<file path="src/rtl/serial_arith_pkg.sv">
// serial_arith_pkg
//   Shared types and helpers for the bit-serial subtractor and related ripple arithmetic.
//   Contents:
//     SERSUB_DEF_WIDTH  default operand width
//     sersub_state_t    FSM state encoding (IDLE, SHIFT, DONE)
//     full_sub()        one-bit full subtractor returning {d, bo}
package serial_arith_pkg;

    localparam int unsigned SERSUB_DEF_WIDTH = 8;

    typedef enum logic [1:0] {
        IDLE  = 2'd0,
        SHIFT = 2'd1,
        DONE  = 2'd2
    } sersub_state_t;

    // d = a - b - bi (mod 2), bo = borrow out of this bit.
    function automatic logic [1:0] full_sub(input logic a, input logic b, input logic bi);
        logic d;
        logic bo;
        d  = a ^ b ^ bi;
        bo = (~a & b) | (~(a ^ b) & bi);
        return {d, bo};
    endfunction

endpackage

</file>
<file path="src/rtl/full_sub_cell.sv">
// full_sub_cell
//   Combinational one-bit full subtractor. Used as the single datapath cell of the serial
//   subtractor; equally usable as the stage of a ripple-borrow subtractor.
//   Ports:
//     i_a   minuend bit
//     i_b   subtrahend bit
//     i_bi  borrow in
//     o_d   difference bit
//     o_bo  borrow out
module full_sub_cell
    import serial_arith_pkg::*;
(
    input  logic i_a,
    input  logic i_b,
    input  logic i_bi,
    output logic o_d,
    output logic o_bo
);

    assign {o_d, o_bo} = full_sub(i_a, i_b, i_bi);

endmodule

</file>
<file path="src/rtl/serial_subtractor.sv">
// serial_subtractor
//   Bit-serial WIDTH-bit subtractor: diff = (a - b - bin) mod 2^WIDTH, processed LSB first,
//   one bit per clock through a single full_sub_cell and a borrow flop.
//   Handshake: operands accepted in IDLE on in_valid; result presented in DONE with out_valid
//   and held until out_ready.
//   Optional feature macro: SERSUB_OVF_EN adds the signed-overflow output ovf.
//   Ports:
//     clk        clock, rising edge
//     reset      synchronous active-high reset
//     in_valid   operands valid          in_ready   block can accept operands
//     a, b       minuend, subtrahend     bin        borrow in
//     out_valid  result valid            out_ready  consumer accepts result
//     diff       difference              bout       borrow out (a < b + bin, unsigned)
//     ovf        signed overflow (SERSUB_OVF_EN only)
module serial_subtractor
    import serial_arith_pkg::*;
#(
    parameter int unsigned WIDTH = SERSUB_DEF_WIDTH
) (
    input  logic             clk,
    input  logic             reset,
    input  logic             in_valid,
    output logic             in_ready,
    input  logic [WIDTH-1:0] a,
    input  logic [WIDTH-1:0] b,
    input  logic             bin,
    output logic             out_valid,
    input  logic             out_ready,
    output logic [WIDTH-1:0] diff,
`ifdef SERSUB_OVF_EN
    output logic             bout,
    output logic             ovf
`else
    output logic             bout
`endif
);

    localparam int unsigned CntW = $clog2(WIDTH);
    localparam logic [CntW-1:0] CntLast = CntW'(WIDTH - 1);

    sersub_state_t   r_state;
    sersub_state_t   w_state_next;
    logic [CntW-1:0] r_cnt;
    logic [WIDTH-1:0] r_a_sr;
    logic [WIDTH-1:0] r_b_sr;
    logic [WIDTH-1:0] r_res_sr;
    logic            r_brw;
    logic            w_d;
    logic            w_bo;

    full_sub_cell u_cell (
        .i_a  (r_a_sr[0]),
        .i_b  (r_b_sr[0]),
        .i_bi (r_brw),
        .o_d  (w_d),
        .o_bo (w_bo)
    );

    always_ff @(posedge clk) begin
        if (reset) begin
            r_state <= IDLE;
        end else begin
            r_state <= w_state_next;
        end
    end

    always_comb begin
        w_state_next = r_state;
        in_ready     = 1'b0;
        out_valid    = 1'b0;
        case (r_state)
            IDLE: begin
                in_ready = 1'b1;
                if (in_valid) begin
                    w_state_next = SHIFT;
                end
            end
            SHIFT: begin
                if (r_cnt == CntLast) begin
                    w_state_next = DONE;
                end
            end
            DONE: begin
                out_valid = 1'b1;
                if (out_ready) begin
                    w_state_next = IDLE;
                end
            end
            default: w_state_next = IDLE;
        endcase
    end

    always_ff @(posedge clk) begin
        if (reset) begin
            r_cnt    <= '0;
            r_a_sr   <= '0;
            r_b_sr   <= '0;
            r_res_sr <= '0;
            r_brw    <= 1'b0;
        end else begin
            case (r_state)
                IDLE: begin
                    if (in_valid) begin
                        r_a_sr <= a;
                        r_b_sr <= b;
                        r_brw  <= bin;
                        r_cnt  <= '0;
                    end
                end
                SHIFT: begin
                    r_a_sr   <= r_a_sr >> 1;
                    r_b_sr   <= r_b_sr >> 1;
                    // LSB-first bits enter at the MSB; after WIDTH shifts bit 0 is in place.
                    r_res_sr <= {w_d, r_res_sr[WIDTH-1:1]};
                    r_brw    <= w_bo;
                    r_cnt    <= r_cnt + CntW'(1);
                end
                default: ;
            endcase
        end
    end

`ifdef SERSUB_OVF_EN
    logic r_ovf;

    // On the MSB step r_brw is the borrow into the MSB and w_bo the borrow out of it.
    always_ff @(posedge clk) begin
        if (reset) begin
            r_ovf <= 1'b0;
        end else if (r_state == SHIFT && r_cnt == CntLast) begin
            r_ovf <= r_brw ^ w_bo;
        end
    end

    assign ovf = r_ovf;
`endif

    assign diff = r_res_sr;
    assign bout = r_brw;

endmodule
</file>
<file path="config.mk">
export PLATFORM = sky130hd
export DESIGN_NAME = serial_subtractor
export DESIGN_NICKNAME = d
export VERILOG_FILES = /design/src/rtl/serial_arith_pkg.sv /design/src/rtl/full_sub_cell.sv /design/src/rtl/serial_subtractor.sv
export SDC_FILE = /design/constraint.sdc
export NUM_CORES = 1
export LEC_CHECK = 0
export CELL_PAD_IN_SITES_DETAIL_PLACEMENT = 1
export CELL_PAD_IN_SITES_GLOBAL_PLACEMENT = 1
export CORE_MARGIN = 4
export CORE_UTILIZATION = 39
export DETAILED_ROUTE_END_ITERATION = 8
export PLACE_DENSITY_LB_ADDON = 0.1
export SLEW_MARGIN = 20
export SYNTH_ARGS = -nofsm -noshare
export SYNTH_HDL_FRONTEND = slang
export SYNTH_SLANG_ARGS = --single-unit
</file>
<file path="constraint.sdc">
create_clock -name clk -period 3 [get_ports clk]
set_input_delay 0.75 -clock clk [delete_from_list [all_inputs] [get_ports clk]]
set_output_delay 0.75 -clock clk [all_outputs]
set_load 0.05 [all_outputs]
</file>
==> reports/summary.md, run 1 <==
Global routing consumed, over all layers together, 15.6% of the routing resources. The clock slew seen by the registers of the worst setup and hold paths is 90 ps. The floorplan step set the die width to 65.7 um. The hold buffer count at cts was 0; the number of remaining DRC errors was 0. The clock reaches the later pin of the worst-skew pair after 320 ps. TritonCTS built the clock tree.

The hold violation count in the final report is 0, and the detail-routed net length per standard cell is 13.5 um. For this run the aggregate overflow at the end of global routing stands at 0. On the critical path, the stage with the largest delay is an instance of sky130_fd_sc_hd__clkdlybuf4s50_1. The net count after synthesis was 160; the cell area power density was 513 mW/mm^2. Initial core utilization: 41.4%.

The required time reported for the critical path endpoint is 2250 ps. The clock passes through at most 2 buffers. The top cell type by area accounts for 46.3% of the synthesized area. The run finished with clean final reports.

Setup repair after global routing left no endpoint under its margin. Tightest hold margin: 472 ps. The critical path's top delay family was buffers and inverters. The tools report the count of pins over their slew limit as 0.

Half-perimeter wire length after detailed placement: 2.14 mm. For hold timing, the worst endpoint is diff[2]. The run gives 0.632 nW as the reported leakage power.

In the post-synthesis netlist, the biggest area contributors are sky130_fd_sc_hd__dfxtp_1 46%, sky130_fd_sc_hd__o221a_1 8.7%, sky130_fd_sc_hd__a21oi_1 5.8%. Synthesis-stage register bit count: 30. Entering global routing, the biggest net connects 19 pins. At the worst endpoint, the arrival time is 1850 ps. Wires add up to 2.89 mm. The average footprint of a synthesized cell came out at 9.53 um^2.

After synthesis, flip-flops and latches occupy 46.3% of the total area. The detail route stage leaves a number of antenna-violating nets equal to 0. The share of the clock period used by the worst path is 86.6%, and the number of antenna repair diodes is 0.

Summing over every cut layer, the via total after detailed routing is 1,101. Terminus of the critical flop-to-flop path: diff[1]. In this run, post-CTS repair resized a total of 0 instances.

In this run the critical register-to-register path is launched from r_state[0]. The filler cells instantiated in the layout total 363. Reg-to-reg setup timing slack: 1150 ps.

Leaving out fill and tap cells, the most frequent cells in the layout are 31 x sky130_fd_sc_hd__clkdlybuf4s50_1, 30 x sky130_fd_sc_hd__dfxtp_1, 18 x sky130_fd_sc_hd__inv_1, 16 x sky130_fd_sc_hd__nand2_1, 15 x sky130_fd_sc_hd__a21oi_1. The worst setup path is captured at an output pin. The worst stage delay on the critical path works out to 830 ps.

The run gives 32 as the total I/O pin count. The unique cell type count in the Yosys netlist is 26. The library cell used most frequently in the layout, excluding fill and tap cells, is sky130_fd_sc_hd__clkdlybuf4s50_1. The worst-case reg-to-reg path depth came out at 4. The mapped netlist covers 0.00130 mm^2.

In the final layout, the share of cells above drive strength 1 is 17.1%. The root buffer cell chosen for the clock tree is sky130_fd_sc_hd__clkbuf_4. IR analysis of the VDD net gives a maximum drop of 0.000282 V. Summing all placed instances gives a cell area of 0.00162 mm^2. Setup violations remaining at the end of the flow were counted as 0. The core footprint is 0.00313 mm^2, and the DRC violation total after the first TritonRoute iteration is 43. The finished cells cover 0.00170 mm^2. The run gives 193 as the number of nets in the finished design. At the pin with the least slew margin, the transition time is 915 ps. Between clock sinks in the finished design, the worst skew comes to 7.39 ps. Buffers added to address setup during post-CTS repair amount to 0.

Number of global-route vias before repair: 1,135. The worst hold path passes through 2 cells. Port buffering added 31 buffers.

In this run the core area contains 20 standard-cell rows. The cell type contributing the most total cell area after synthesis is sky130_fd_sc_hd__dfxtp_1. At the end of routability-driven placement, the weighted congestion stood at 0.768.

Total power for the finished layout comes to 0.000872 W. Number of sinks driven by the clock tree: 30. Total buffers and inverters traversed by the critical path: 1. The tools report the type of origin of the critical path as a flop.

The worst hold path begins at diff[3]. For the number of clock buffers inserted by TritonCTS, the log shows 5. The first global-routing pass estimated 5.12 mm of wire.

Type of the worst setup path: reg2out. The number of search-and-repair iterations in the first detailed-routing pass is 3, and the top fanout value on the critical path is 7. The critical path goes through nor2b_1, clkdlybuf4s50_1.

CTS built an H-tree with a depth of 2. For the number of antenna violations at the first check in global routing, the log shows 0. Measured along the y axis, the die boundary spans 65.7 um. Across the run, the number of max-cap violations was 0.

After technology mapping, the gate count stands at 136. For the final routed database, the setup TNS stands at 0 ps. Using the TritonRoute via totals, the vias-per-cell ratio works out to 5.14. The min-delay analysis places its worst path in the category reg2reg. Relative to the synthesized area, the layout overhead comes to 31.2%. In this run the tightest slew margin relative to its limit is 38.7%.

Yosys printed 0 warnings. The time the worst path needs with I/O delays and setup was 2600 ps; the floorplan die area was 0.00431 mm^2. Based on the critical path, the design can be clocked at up to 0.385 GHz.
-- kinds of logic (layout without fill, tap and decap cells) --
group / after synthesis / count (layout) / synth area share, %
compound gates: 44 / 44 / 27.9
flops: 30 / 30 / 46.3
simple gates: 30 / 30 / 10.1
buf+inv: 27 / 61 / 10.6
fa+ha+maj: 3 / 3 / 3.47
mux: 2 / 2 / 1.54
-- worst max-delay path by stage --
stage          slack (ps)       start  cells after the start        end
6_report              400  r_state[1]                      2  out_valid
5_1_grt               230  r_state[1]                      2  out_valid
4_1_cts               380  r_state[1]                      2  out_valid
3_5_place_dp          750    in_valid                      4       bout
3_3_place_gp          750  r_state[1]                      2  out_valid
2_1_floorplan        1050  r_state[1]                      1  out_valid
-- synthesized netlist by cell type --
cell type                  number
sky130_fd_sc_hd__buf_4          1
sky130_fd_sc_hd__a22oi_1        3
sky130_fd_sc_hd__buf_1          2
sky130_fd_sc_hd__nand2b_1       1
sky130_fd_sc_hd__a21oi_2        8
sky130_fd_sc_hd__buf_6          2
sky130_fd_sc_hd__nand2_1       16
sky130_fd_sc_hd__inv_1         18
sky130_fd_sc_hd__dfxtp_1       30
sky130_fd_sc_hd__buf_2          1
sky130_fd_sc_hd__fa_1           1
sky130_fd_sc_hd__a32oi_1        2
sky130_fd_sc_hd__o221a_2        5
sky130_fd_sc_hd__nor3_1         1
sky130_fd_sc_hd__nor2_2         2
sky130_fd_sc_hd__nor2_1         7
sky130_fd_sc_hd__clkbuf_1       2
sky130_fd_sc_hd__ha_1           2
sky130_fd_sc_hd__o21bai_1       1
sky130_fd_sc_hd__mux2i_1        2
sky130_fd_sc_hd__o221a_1       10
sky130_fd_sc_hd__buf_12         1
sky130_fd_sc_hd__nor2b_1        1
sky130_fd_sc_hd__nor2b_2        1
sky130_fd_sc_hd__nand2_2        1
sky130_fd_sc_hd__a21oi_1       15
-- power breakdown --
group          switching (W)  total, W  internal [W]
combinational      0.0000720  0.000139     0.0000670
clock               0.000135  0.000295      0.000160
sequential         0.0000160  0.000438      0.000422
-- through the flow --
stage	util (%)	worst slack, ps	std cells
6_report	54.4	401	214
5_1_grt	54.4	232	214
4_1_cts	54.4	377	214
3_5_place_dp	51.8	746	206
3_3_place_gp	51.8	750	206
2_1_floorplan	-	1050	136
-- per-layer routing --
metal  wire, um  share of wire (%)  track usage [%]
met2       1340                 47             24.5
met5          0                  0                0
met4         68                2.4             9.07
met1       1310                 45             18.2
met3        163                5.6             5.30
-- worst register-to-register path, delay by kind of cell (launching register included) --
kind | cells | cell delay, ps
buffers and inverters | 1 | 300
AOI/OAI and AO/OA | 1 | 110
and+or+nand+nor | 2 | 880
DFF | 1 | 490
-- registers in the layout (all words and copies together), names as in the netlist --
register and flops:
bout 1, diff 8, r_a_sr 8, r_b_sr 8, r_cnt 3, r_state 2
-- area by class of cell --
| class | instances | area [um^2] | share of cell area, % |
|---|---|---|---|
| sequential | 30 | 601 | 35.3 |
| multi-input combinational | 79 | 558 | 32.8 |
| timing repair buffer | 35 | 340 | 20.0 |
| tap | 44 | 55.1 | 3.24 |
| clock buffer | 8 | 78.8 | 4.64 |
| inverter | 18 | 67.6 | 3.97 |
Note: power is estimated with default switching activity, not from simulation.
==> inputs of run 2 (changes only) <==
- SKIP_LAST_GASP: not set -> 1
==> results of run 2 <==
Final layout, timing and power as in run 1 (identical DEF).
==> inputs of run 3 (changes only) <==
- SETUP_SLACK_MARGIN: not set -> 0.5
==> reports/summary.md, run 3 (synthesized netlist as in run 1, its figures left out) <==
For the H-tree depth, the log shows 2 (unchanged). The number of remaining DRC errors was 0 (unchanged). The tools report the peak supply drop as 0.000282 V (about the same). The share of the clock period used by the worst path was 77.1% (-9.5 points); the area overhead of the layout relative to synthesis was 31.0%.

The number of sinks driven by the clock tree is 30 (unchanged). The count of pins over their slew limit is 0 (unchanged), and the number of cell rows is 20 (unchanged). For the vias after detailed routing, the log shows 1,100 (-0.091%). Reported leakage power: 0.637 nW (+0.80%). The average vias per placed instance works out to 5.14 (about the same).

The height of the die was 65.7 um (unchanged); the data arrival time at the worst-slack endpoint was 1560 ps (-290 ps). Most frequent standard cell in the layout excluding fill and tap cells: sky130_fd_sc_hd__dfxtp_1. Number of nets in the finished design: 193 (unchanged).

The combined global-route utilization of all metal layers was 15.6% (unchanged); the design area was 0.00170 mm^2 (-0.15%). The final worst clock skew was 7.39 ps (+0.00142 ps); the clock slew seen by the registers of the worst setup and hold paths was 90 ps (about the same). The run gives 0.768 (unchanged) as the global placer's final weighted congestion. The tools report the number of antenna repair diodes as 0 (unchanged). For the post-placement cell area, the log shows 0.00162 mm^2 (unchanged).

The critical path goes through nor2b_1, dlygate4sd2_1. The worst setup path is launched from a flop. The flow ran to the end, and the final reports show no timing, DRC or antenna violations. Setup repair after global routing left no endpoint under its margin. Master cell of the clock root buffer: sky130_fd_sc_hd__clkbuf_4. Fraction of layout instances using a drive strength above 1: 17.1% (unchanged).

The logs give 41.4% (unchanged) for the initial core utilization and 2 (unchanged) for the buffer depth of the longest clock path. The logs give 0.00313 mm^2 (unchanged) for the core footprint and 24.5% (unchanged) for the met2 layer usage reported by global route. The cell with the largest stage delay on the worst path was sky130_fd_sc_hd__dlygate4sd2_1. The time the worst path needs with I/O delays and setup is 2310 ps (-286 ps), and the fmax is 0.432 GHz (+12%). The global routing usage on met1 came out at 18.2% (unchanged). The tools report the relative slew slack as 38.8% (+0.070 points). The insertion delay of the later-clocked pin in the worst-skew pair was 320 ps (about the same). Cell area power density: 513 mW/mm^2 (about the same).

The hold buffer count at cts was 0 (unchanged); the number of port buffers was 31 (unchanged). The number of clock buffers inserted by TritonCTS is 5 (unchanged), and the residual overflow from global routing is 0 (unchanged). The critical path is of the reg2out type. Final setup TNS: 0 ps (unchanged). The run gives 19 (unchanged) as the pin count of the biggest net entering global routing.

The detail-routed net length per standard cell works out to 13.5 um (about the same). The worst setup timing slack at the placement stage is 746 ps (unchanged). The required time reported for the critical path endpoint is 2250 ps (about the same).

The number of antenna violations at the first check in global routing came out at 0 (unchanged). The class of the tightest hold or removal check is reg2reg. The tools report the number of global-route vias before repair as 1,135 (unchanged). The total I/O pin count was 32 (unchanged).

For the floorplan die area, the log shows 0.00431 mm^2 (unchanged). The worst stage delay on the critical path is 550 ps (-280 ps), and the top fanout value on the critical path is 7 (unchanged). The logs give 686 ps (+286 ps) for the worst path setup slack after routing and 2.14 mm (unchanged) for the half-perimeter wire length after detailed placement.

Leaving out fill and tap cells, the most frequent cells in the layout are 30 x sky130_fd_sc_hd__dfxtp_1, 29 x sky130_fd_sc_hd__clkdlybuf4s50_1, 18 x sky130_fd_sc_hd__inv_1, 16 x sky130_fd_sc_hd__nand2_1, 15 x sky130_fd_sc_hd__a21oi_1. The worst setup path is captured at an output pin. The first-pass GRT wire length came out at 5.12 mm (unchanged).

The tools report the hold violation count in the final report as 0 (unchanged). The DRC violation total after the first TritonRoute iteration was 43 (unchanged); the overall routed net length was 2.89 mm (about the same). The horizontal extent of the die came out at 65.7 um (unchanged). Total setup buffers inserted after CTS: 0 (unchanged). In this run the most used layer during global routing was met2. TritonCTS built the clock tree. For the count of nets left with antenna violations after detail routing, the log shows 0 (unchanged). The total of endpoints with negative setup slack in the final report was 0 (unchanged); the final total power was 0.000872 W (about the same). For the met3 track demand over resource in global routing, the log shows 5.30% (unchanged). The number of maximum-capacitance violations is 0 (unchanged).

The number of search-and-repair iterations in the first detailed-routing pass came out at 3 (unchanged). The slew at the pin closest to its max-slew limit is 914 ps (-1.04 ps).
## run 3: changes by cell type in the layout (fill, tap and decap cells not counted)
cell                              change
sky130_fd_sc_hd__clkdlybuf4s50_1      -2
sky130_fd_sc_hd__dlygate4sd2_1        +2
## run 3: path summary, 6_finish.rpt
check	start	end	slack, ps	cells past startpoint
worst max-delay path	r_state[1]	out_valid	690	2
worst min-delay path	diff[3]	diff[2]	470	2
worst max register to register	r_state[0]	diff[1]	1150	4
worst min register to register	diff[3]	diff[2]	470	2
## run 3: critical path: cells and delay by family (launching register included)
kind,cells,cell delay [ps]
buffers and inverters,1,550
and+or+nand+nor,1,210
DFF,1,490
## run 3: layout make-up
class | instances | area (um^2)
clock buffers | 8 | 78.8
fillers | 364 | 1430
inverters | 18 | 67.6
multi-input cells | 79 | 558
flip-flops and latches | 30 | 601
well taps | 44 | 55.1
repair buffers | 35 | 338
## run 3: report_power, final
part           total, W  internal [W]  switching (W)
registers      0.000438      0.000422      0.0000161
logic          0.000138     0.0000664      0.0000720
clock network  0.000295      0.000160       0.000135
## run 3: what timing repair did
item                                    in CTS  in global routing
resized for setup                            2                  0
endpoints found under the hold margin        0                  0
endpoints found under the setup margin       2                  0
## run 3: per-layer routing
metal	share of wire (%)	routed length [um]
met3	5.5	159
met4	2.4	68
met5	0	0
met2	46	1340
met1	46	1330
## run 3: per-stage QoR
step / cells / hold slack, ps / utilization (%)
after floorplan: 136 / 454 / -
after global placement: 206 / 440 / 51.8
after detailed placement: 206 / 463 / 51.8
after CTS: 214 / 476 / 54.3
after global routing: 214 / 501 / 54.3
final: 214 / 472 / 54.3
